--- src/rtl/riscv_pipe_pkg.sv ---
// Shared constants, encodings and helpers for the RV32I pipeline stages.
// Used by id_ex_stage and fwd_mux3.
package riscv_pipe_pkg;

    localparam int XLEN       = 32;
    localparam int REG_ADDR_W = 5;

    // ALU operation codes driven on ALUControl
    localparam logic [2:0] ALU_ADD = 3'b000;
    localparam logic [2:0] ALU_SUB = 3'b001;
    localparam logic [2:0] ALU_AND = 3'b010;
    localparam logic [2:0] ALU_OR  = 3'b011;
    localparam logic [2:0] ALU_SLT = 3'b101;

    typedef enum logic [1:0] {
        FWD_REG  = 2'b00,
        FWD_WB   = 2'b01,
        FWD_MEM  = 2'b10,
        FWD_RSVD = 2'b11
    } fwd_sel_e;

    typedef enum logic [1:0] {
        RES_ALU  = 2'b00,
        RES_MEM  = 2'b01,
        RES_PC4  = 2'b10,
        RES_RSVD = 2'b11
    } result_src_e;

    // Op codes outside the implemented set make the ALU return zero
    function automatic logic is_illegal_aluop(input logic [2:0] op);
        return (op == 3'b100) || (op == 3'b110) || (op == 3'b111);
    endfunction

endpackage

--- src/rtl/fwd_mux3.sv ---
// Three-input forwarding selector; the reserved select falls back to input 0.
module fwd_mux3 #(
    parameter int WIDTH = 32
) (
    input  logic [1:0]       sel,
    input  logic [WIDTH-1:0] in0,
    input  logic [WIDTH-1:0] in1,
    input  logic [WIDTH-1:0] in2,
    output logic [WIDTH-1:0] y
);
    import riscv_pipe_pkg::*;

    always_comb begin
        y = in0;
        case (fwd_sel_e'(sel))
            FWD_WB:  y = in1;
            FWD_MEM: y = in2;
            default: y = in0;
        endcase
    end

endmodule

--- src/rtl/id_ex_stage.sv ---
// ID/EX pipeline register with execute-side operand forwarding.
// Optional registered illegal ALU op flag enabled by ILLEGAL_ALUOP_CHK_EN.
module id_ex_stage #(
    parameter int XLEN       = 32,
    parameter int REG_ADDR_W = 5
) (
    input  logic                  clk,
    input  logic                  rst,
    input  logic                  stall_e,
    input  logic                  flush_e,
    input  logic [XLEN-1:0]       rd1_d,
    input  logic [XLEN-1:0]       rd2_d,
    input  logic [XLEN-1:0]       imm_ext_d,
    input  logic [XLEN-1:0]       pc_d,
    input  logic [XLEN-1:0]       pc_plus4_d,
    input  logic [REG_ADDR_W-1:0] rs1_d,
    input  logic [REG_ADDR_W-1:0] rs2_d,
    input  logic [REG_ADDR_W-1:0] rd_d,
    input  logic [2:0]            alu_control_d,
    input  logic                  alu_src_d,
    input  logic                  reg_write_d,
    input  logic                  mem_write_d,
    input  logic                  branch_d,
    input  logic                  jump_d,
    input  logic [1:0]            result_src_d,
    input  logic                  valid_d,
    input  logic [1:0]            forward_a_e,
    input  logic [1:0]            forward_b_e,
    input  logic [XLEN-1:0]       alu_result_m,
    input  logic [XLEN-1:0]       result_w,
    output logic [XLEN-1:0]       src_a_e,
    output logic [XLEN-1:0]       src_b_e,
    output logic [2:0]            alu_control_e,
    output logic [XLEN-1:0]       write_data_e,
    output logic [XLEN-1:0]       imm_ext_e,
    output logic [XLEN-1:0]       pc_e,
    output logic [XLEN-1:0]       pc_plus4_e,
    output logic [REG_ADDR_W-1:0] rs1_e,
    output logic [REG_ADDR_W-1:0] rs2_e,
    output logic [REG_ADDR_W-1:0] rd_e,
    output logic                  reg_write_e,
    output logic                  mem_write_e,
    output logic                  branch_e,
    output logic                  jump_e,
    output logic [1:0]            result_src_e,
    output logic                  valid_e,
    output logic                  illegal_op_e
);
    import riscv_pipe_pkg::*;

    typedef struct packed {
        logic [XLEN-1:0]       rd1;
        logic [XLEN-1:0]       rd2;
        logic [XLEN-1:0]       imm_ext;
        logic [XLEN-1:0]       pc;
        logic [XLEN-1:0]       pc_plus4;
        logic [REG_ADDR_W-1:0] rs1;
        logic [REG_ADDR_W-1:0] rs2;
        logic [REG_ADDR_W-1:0] rd;
        logic [2:0]            alu_control;
        logic                  alu_src;
        logic                  reg_write;
        logic                  mem_write;
        logic                  branch;
        logic                  jump;
        logic [1:0]            result_src;
        logic                  valid;
    } id_ex_t;

    id_ex_t d_fields;
    id_ex_t q_fields;

    logic [XLEN-1:0] fwd_a;
    logic [XLEN-1:0] fwd_b;

    always_comb begin
        d_fields.rd1         = rd1_d;
        d_fields.rd2         = rd2_d;
        d_fields.imm_ext     = imm_ext_d;
        d_fields.pc          = pc_d;
        d_fields.pc_plus4    = pc_plus4_d;
        d_fields.rs1         = rs1_d;
        d_fields.rs2         = rs2_d;
        d_fields.rd          = rd_d;
        d_fields.alu_control = alu_control_d;
        d_fields.alu_src     = alu_src_d;
        d_fields.reg_write   = reg_write_d;
        d_fields.mem_write   = mem_write_d;
        d_fields.branch      = branch_d;
        d_fields.jump        = jump_d;
        d_fields.result_src  = result_src_d;
        d_fields.valid       = valid_d;
    end

    // A bubble is all-zero: ADD, no writes, not valid.
    always_ff @(posedge clk) begin
        if (rst || flush_e) begin
            q_fields <= '0;
        end else if (!stall_e) begin
            q_fields <= d_fields;
        end
    end

`ifdef ILLEGAL_ALUOP_CHK_EN
    logic illegal_q;

    always_ff @(posedge clk) begin
        if (rst || flush_e) begin
            illegal_q <= 1'b0;
        end else if (!stall_e) begin
            illegal_q <= valid_d && is_illegal_aluop(alu_control_d);
        end
    end

    assign illegal_op_e = illegal_q;
`else
    assign illegal_op_e = 1'b0;
`endif

    // Forwarding stays live while stalled so held operands see late results.
    fwd_mux3 #(.WIDTH(XLEN)) u_fwd_a (
        .sel (forward_a_e),
        .in0 (q_fields.rd1),
        .in1 (result_w),
        .in2 (alu_result_m),
        .y   (fwd_a)
    );

    fwd_mux3 #(.WIDTH(XLEN)) u_fwd_b (
        .sel (forward_b_e),
        .in0 (q_fields.rd2),
        .in1 (result_w),
        .in2 (alu_result_m),
        .y   (fwd_b)
    );

    assign src_a_e       = fwd_a;
    assign src_b_e       = q_fields.alu_src ? q_fields.imm_ext : fwd_b;
    assign write_data_e  = fwd_b;
    assign alu_control_e = q_fields.alu_control;
    assign imm_ext_e     = q_fields.imm_ext;
    assign pc_e          = q_fields.pc;
    assign pc_plus4_e    = q_fields.pc_plus4;
    assign rs1_e         = q_fields.rs1;
    assign rs2_e         = q_fields.rs2;
    assign rd_e          = q_fields.rd;
    assign reg_write_e   = q_fields.reg_write;
    assign mem_write_e   = q_fields.mem_write;
    assign branch_e      = q_fields.branch;
    assign jump_e        = q_fields.jump;
    assign result_src_e  = q_fields.result_src;
    assign valid_e       = q_fields.valid;

endmodule
--- config.mk ---
export PLATFORM = sky130hd
export DESIGN_NAME = id_ex_stage
export DESIGN_NICKNAME = d
export VERILOG_FILES = /design/src/rtl/riscv_pipe_pkg.sv /design/src/rtl/fwd_mux3.sv /design/src/rtl/id_ex_stage.sv
export SDC_FILE = /design/constraint.sdc
export NUM_CORES = 1
export LEC_CHECK = 0
export ABC_AREA = 1
export BUFFER_PORTS_ARGS = -buffer_cell sky130_fd_sc_hd__buf_4
export CORE_AREA = 2 2 185 187
export CTS_CLUSTER_DIAMETER = 120
export DETAILED_ROUTE_END_ITERATION = 10
export DIE_AREA = 0 0 187 189
export GPL_TIMING_DRIVEN = 1
export PLACE_DENSITY = 0.55
export SLEW_MARGIN = 5
export SYNTH_ARGS = -nofsm -noshare
export SYNTH_HDL_FRONTEND = slang
export SYNTH_SLANG_ARGS = --single-unit
--- constraint.sdc ---
create_clock -name clk -period 2.8 [get_ports clk]
set_clock_uncertainty 0.2 [all_clocks]
set_input_delay 0.28 -clock clk [delete_from_list [all_inputs] [get_ports clk]]
set_output_delay 0.28 -clock clk [all_outputs]
set_load 0.02 [all_outputs]
# Word level (Yosys, flattened, before mapping)
# Index checks and enable logic that the tools add are counted.
classes:
  eq_ne: 4
  n_mux: 3
  n_reduce_logical: 1
ops:
  columns: ["operator", "count"]
  rows:
  - ["case mux 32 bit (2 select lines)", 2]
  - ["2-to-1 mux 32 bit", 1]
  - ["equality test 2 x 1 -> 1 bit, second input constant", 2]
  - ["equality test 2 bit, second input constant", 2]
  - ["logical OR 1 bit", 1]
totals:
  register_bits: 186
  out_inout_bits: 218
  word_cells: 24

# Longest topological paths before layout
depth:
  word_depth: 3
  ltp_mapped: 8

# Cells and area by module
# From an unflattened synthesis, not the netlist that was laid out.
unflattened:
  hier_cells: 1787
  area_unflattened_um2: 10496.3
by_module_without_submodules:
  columns: ["module", "n_inst", "cells_each", "area_each_um2", "seq_area_each_um2"]
  rows:
  - ["id_ex_stage", 1, 1367, 8739.6, 3723.6]
  - ["fwd_mux3", 2, 210, 878.3, 0.0]

# Worst setup path before layout
# Ideal clock, no wire load.
synth_timing:
  kind: "in2out"
  from: "input port forward_a_e[0]"
  to: "output port src_a_e[10]"
  arrival_time_ns: 1.383
  required_time_ns: 2.320
  path_slack_ns: 0.937
  path_stages: 7
  n_path_buf: 2
  path_cell_list: "inv_1 ha_1 buf_2 inv_1 buf_2 nor2_1 a21oi_1"
synth_between:
  elab_chain_len: 2
synth_rtl:
  columns: ["element", "line", "source"]
  rows:
  - ["from (decl)", "id_ex_stage.sv:27", "input logic [1:0] forward_a_e,"]
  - ["equality test 2 bit / equality test 2 x 1 -> 1 bit (equally long branches)", "fwd_mux3.sv:15", "case (fwd_sel_e'(sel))"]
  - ["case mux 32 bit (2 select lines) (*)", "fwd_mux3.sv:15", null]
  - ["to (decl)", "id_ex_stage.sv:31", "output logic [XLEN-1:0] src_a_e,"]
# Every way passes the cells marked *; elsewhere a longest branch is shown, timed or not.

# Worst setup path in the final report
layout_timing:
  from: "register q_fields[7] (netlist bit)"
  to: "output port src_b_e[18]"
layout_between:
  elab_chain_len: 1
layout_rtl:
  columns: ["element", "line", "source"]
  rows:
  - ["from (decl)", "id_ex_stage.sv:71", "id_ex_t q_fields;"]
  - ["from (signal assigned)", "id_ex_stage.sv:100", "q_fields <= d_fields;"]
  - ["2-to-1 mux 32 bit", "id_ex_stage.sv:138", "assign src_b_e = q_fields.alu_src ? q_fields.imm_ext : fwd_b;"]
  - ["to (decl)", "id_ex_stage.sv:32", "output logic [XLEN-1:0] src_b_e,"]
# Every way passes these cells.

==> impl_metrics.tcl <==
set metrics [dict create \
    fmax_mhz 426.6 \
    clockBufferDepth 2 \
    track_usage_pct 21.24 \
    fin_nets 2147 \
    area_growth_pct 55.02 \
    synth-simple-area-share_pct 27.92 \
    fill_cells 3354 \
    path_common_cell "buf_4" \
    design_area_um2 15350 \
    r2r_slack_ns 1.55 \
    critPathKind "register to output pin" \
    gr-total-overflow 0 \
    synth_top_area_share_pct 37.61 \
    synth_fa_ha_area_share_pct 0.5055 \
    crit_family "flip-flops" \
    critical_path_buf_inv_count 3 \
    worstHoldPathType "input port to register" \
    start_util_pct 29.75 \
    die-width_um 187 \
    route.vias.total 10674 \
    synth_cell_types 16 \
    grt_max_degree 187 \
    die_area_um2 35340 \
    routed-wl-met3_um 2458 \
    met1Wirelength_um 16480 \
    clkLatencyLatePin_ns 0.43 \
    tightest_slew_ns 0.9330 \
    synth.cell_area_um2 9901 \
    tritoncts "built" \
    routed_via_density 4.546 \
    portBuffers 474 \
    clk_pin_slew_worst_paths_ns 0.07 \
    top_layer "met5" \
    p_leak_nw 6.762 \
    synth_compound_area_share_pct 17.95 \
    numCtsBuffers 17 \
    required_ns 2.32 \
    clkSinkCount 186 \
    grt_pass1_wl_um 59300 \
    crit_cells 5 \
    regArea_um2 3725 \
    finalWirelength_um 38800 \
    firstDrtPassIters 5 \
    maxCapViolCount 0 \
    ir_drop_v 0.0003423 \
    post_cts_resized 0 \
    r2r.worst_path.cells 2 \
    slew_headroom_pct 37.80 \
    dp_hpwl_um 27650 \
    ys_ff_latch 186 \
    arrival_ns 1.86 \
    start_kind "register" \
    core_area_um2 33280 \
    synth_area_leaders "dfxtp_1 38%, nand2_1 21%, a21oi_2 12%, buf_4 9.2%, a21oi_1 5.6%" \
    synthXorXnorAreaFrac_pct 0 \
    drv_slew 0 \
    cts_hold_buf 186 \
    worstPathCellList "inv_1, buf_4, nand3_1, nand2_1, buf_4" \
    fin_crit_sh_pct 83.71 \
    wl_met2_um 18930 \
    rows 67 \
    worstSetupStartpoint "q_fields[7]" \
    root_buffer "clkbuf_16" \
    post-route-drc-count 0 \
    yosysWarnings 0 \
    ys_seq_area_share_pct 37.61 \
    synth.avg_cell_area_um2 7.143 \
    antenna_found_initial 3 \
    yosysTopAreaCell "dfxtp_1" \
    dpl-instance-area_um2 12900 \
    synthArstFlopShare_pct 0 \
    whs_ns 0.1161 \
    yosys-top-cells-count "564 x nand2_1, 186 x dfxtp_1, 140 x a21oi_2" \
    muxShareOfSynthArea_pct 0 \
    rsz0062_at_grt "no" \
    min_period_ns 2.344 \
    setup_viol 0 \
    r2r-end "q_fields[7]" \
    setup_tns_ns 0 \
    cpPeakStageDelay_ns 0.68 \
    cp_max_fo 20 \
    synth_top_family_by_area "simple AND/OR/NAND/NOR gates" \
    routedWlPerCell_um 16.52 \
    r2r_start "q_fields[7]" \
    post-cts-setup-buffer-count 0 \
    power_density_nw_per_um2 475.0 \
    synth.most_common_cell "nand2_1" \
    drt_iter0_drc 536 \
    endpoint "src_b_e[18]" \
    drive_gt1_share_pct 35.83 \
    synth-main-ff-cell "dfxtp_1" \
    setup.worst_path.end_class "output pin" \
    synth_nets 1648 \
    die_y_um 189 \
    gp_congestion 0.9529 \
    syn_inst 1386 \
    hold_viol 0 \
    status "complete, no violations" \
    grt_pass1_vias 10645 \
    slowest_stage "dfxtp_2" \
    htree_levels 4 \
    multi_input_area_um2 4597 \
    synth_edf_count 0 \
    final_antenna_net_count 0 \
    ios 476 \
]
-- through the flow --
stage	power (mW)	util [%]	cells	setup WS (ns)
final	7.290	46.12	2348	0.4561
after detailed placement	4.664	38.77	2128	0.5671
after global routing	7.636	46.12	2348	0.3708
after floorplan	3.850	-	1386	0.9374
after global placement	4.657	38.77	2128	0.5881
after CTS	7.385	46.10	2346	0.4118
-- layout by cell type, fill, tap and decap left out --
cell           count
a21oi_1          110
a21oi_2          140
and2_1            32
buf_12             5
buf_4            500
buf_6              1
bufinv_16          1
clkbuf_1           1
clkbuf_16         17
clkinv_4           2
clkinvlp_4         3
conb_1             1
dfxtp_1          185
dfxtp_2            1
diode_2            2
dlygate4sd3_1    186
ha_1               4
inv_1             39
inv_6              5
inv_8              4
nand2_1          564
nand3_1           64
nor2_1            32
or2_4              1
-- area by class of cell --
| cell class | instances | share of cell area [%] |
|---|---|---|
| timing repair buffer | 692 | 37.31 |
| multi-input combinational | 948 | 29.95 |
| inverter | 40 | 1.011 |
| tap | 448 | 3.652 |
| antenna | 2 | 0.03261 |
| sequential | 186 | 24.27 |
| clock inverter | 14 | 0.9782 |
| clock buffer | 18 | 2.796 |
-- tightest hold or removal path, delay by kind of cell --
family	cells	cell delay [ns]
and+or+nand+nor	1	0.29
buffers and inverters	1	0.08
AOI/OAI and AO/OA	1	0.04
-- registers in the layout (all words and copies together), names as in the netlist --
| name | count |
|---|---|
| alu_control_e | 3 |
| rs2_e | 5 |
| result_src_e | 2 |
| reg_write_e | 1 |
| rd_e | 5 |
| q_fields | 65 |
| rs1_e | 5 |
| pc_e | 32 |
| mem_write_e | 1 |
| jump_e | 1 |
| valid_e | 1 |
| branch_e | 1 |
| imm_ext_e | 32 |
| pc_plus4_e | 32 |
-- worst min path at each step --
stage,slack [ns],depth (start not counted),start,end
after global placement,0.24,2,q_fields[177],q_fields[177]
final,0.12,3,rst,imm_ext_e[24]
after detailed placement,0.25,2,q_fields[177],q_fields[177]
after floorplan,0.22,2,rd1_d[23],q_fields[177]
after CTS,0.09,3,rst,imm_ext_e[28]
after global routing,0.12,3,rst,imm_ext_e[27]
-- power breakdown --
group | switching (mW) | total, mW | leakage, nW | internal [mW]
logic | 1.10 | 2.04 | 4.97 | 0.940
clock network | 1.20 | 2.47 | 0.276 | 1.27
registers | 0.0549 | 2.78 | 1.52 | 2.73
-- kinds of logic after synthesis --
kind of cell,count (synthesis)
simple gates,693
buf+inv,252
compound gates,250
flops,186
fa+ha+maj,4
other cells,1
-- metal layers --
layer,global-route usage [%],vias to the layer above
met2,36.86,398
li1,-,5258
met4,6.471,2
met5,0,-
met3,5.171,51
met1,25.96,4965
Power figures use the tool's default switching activity.
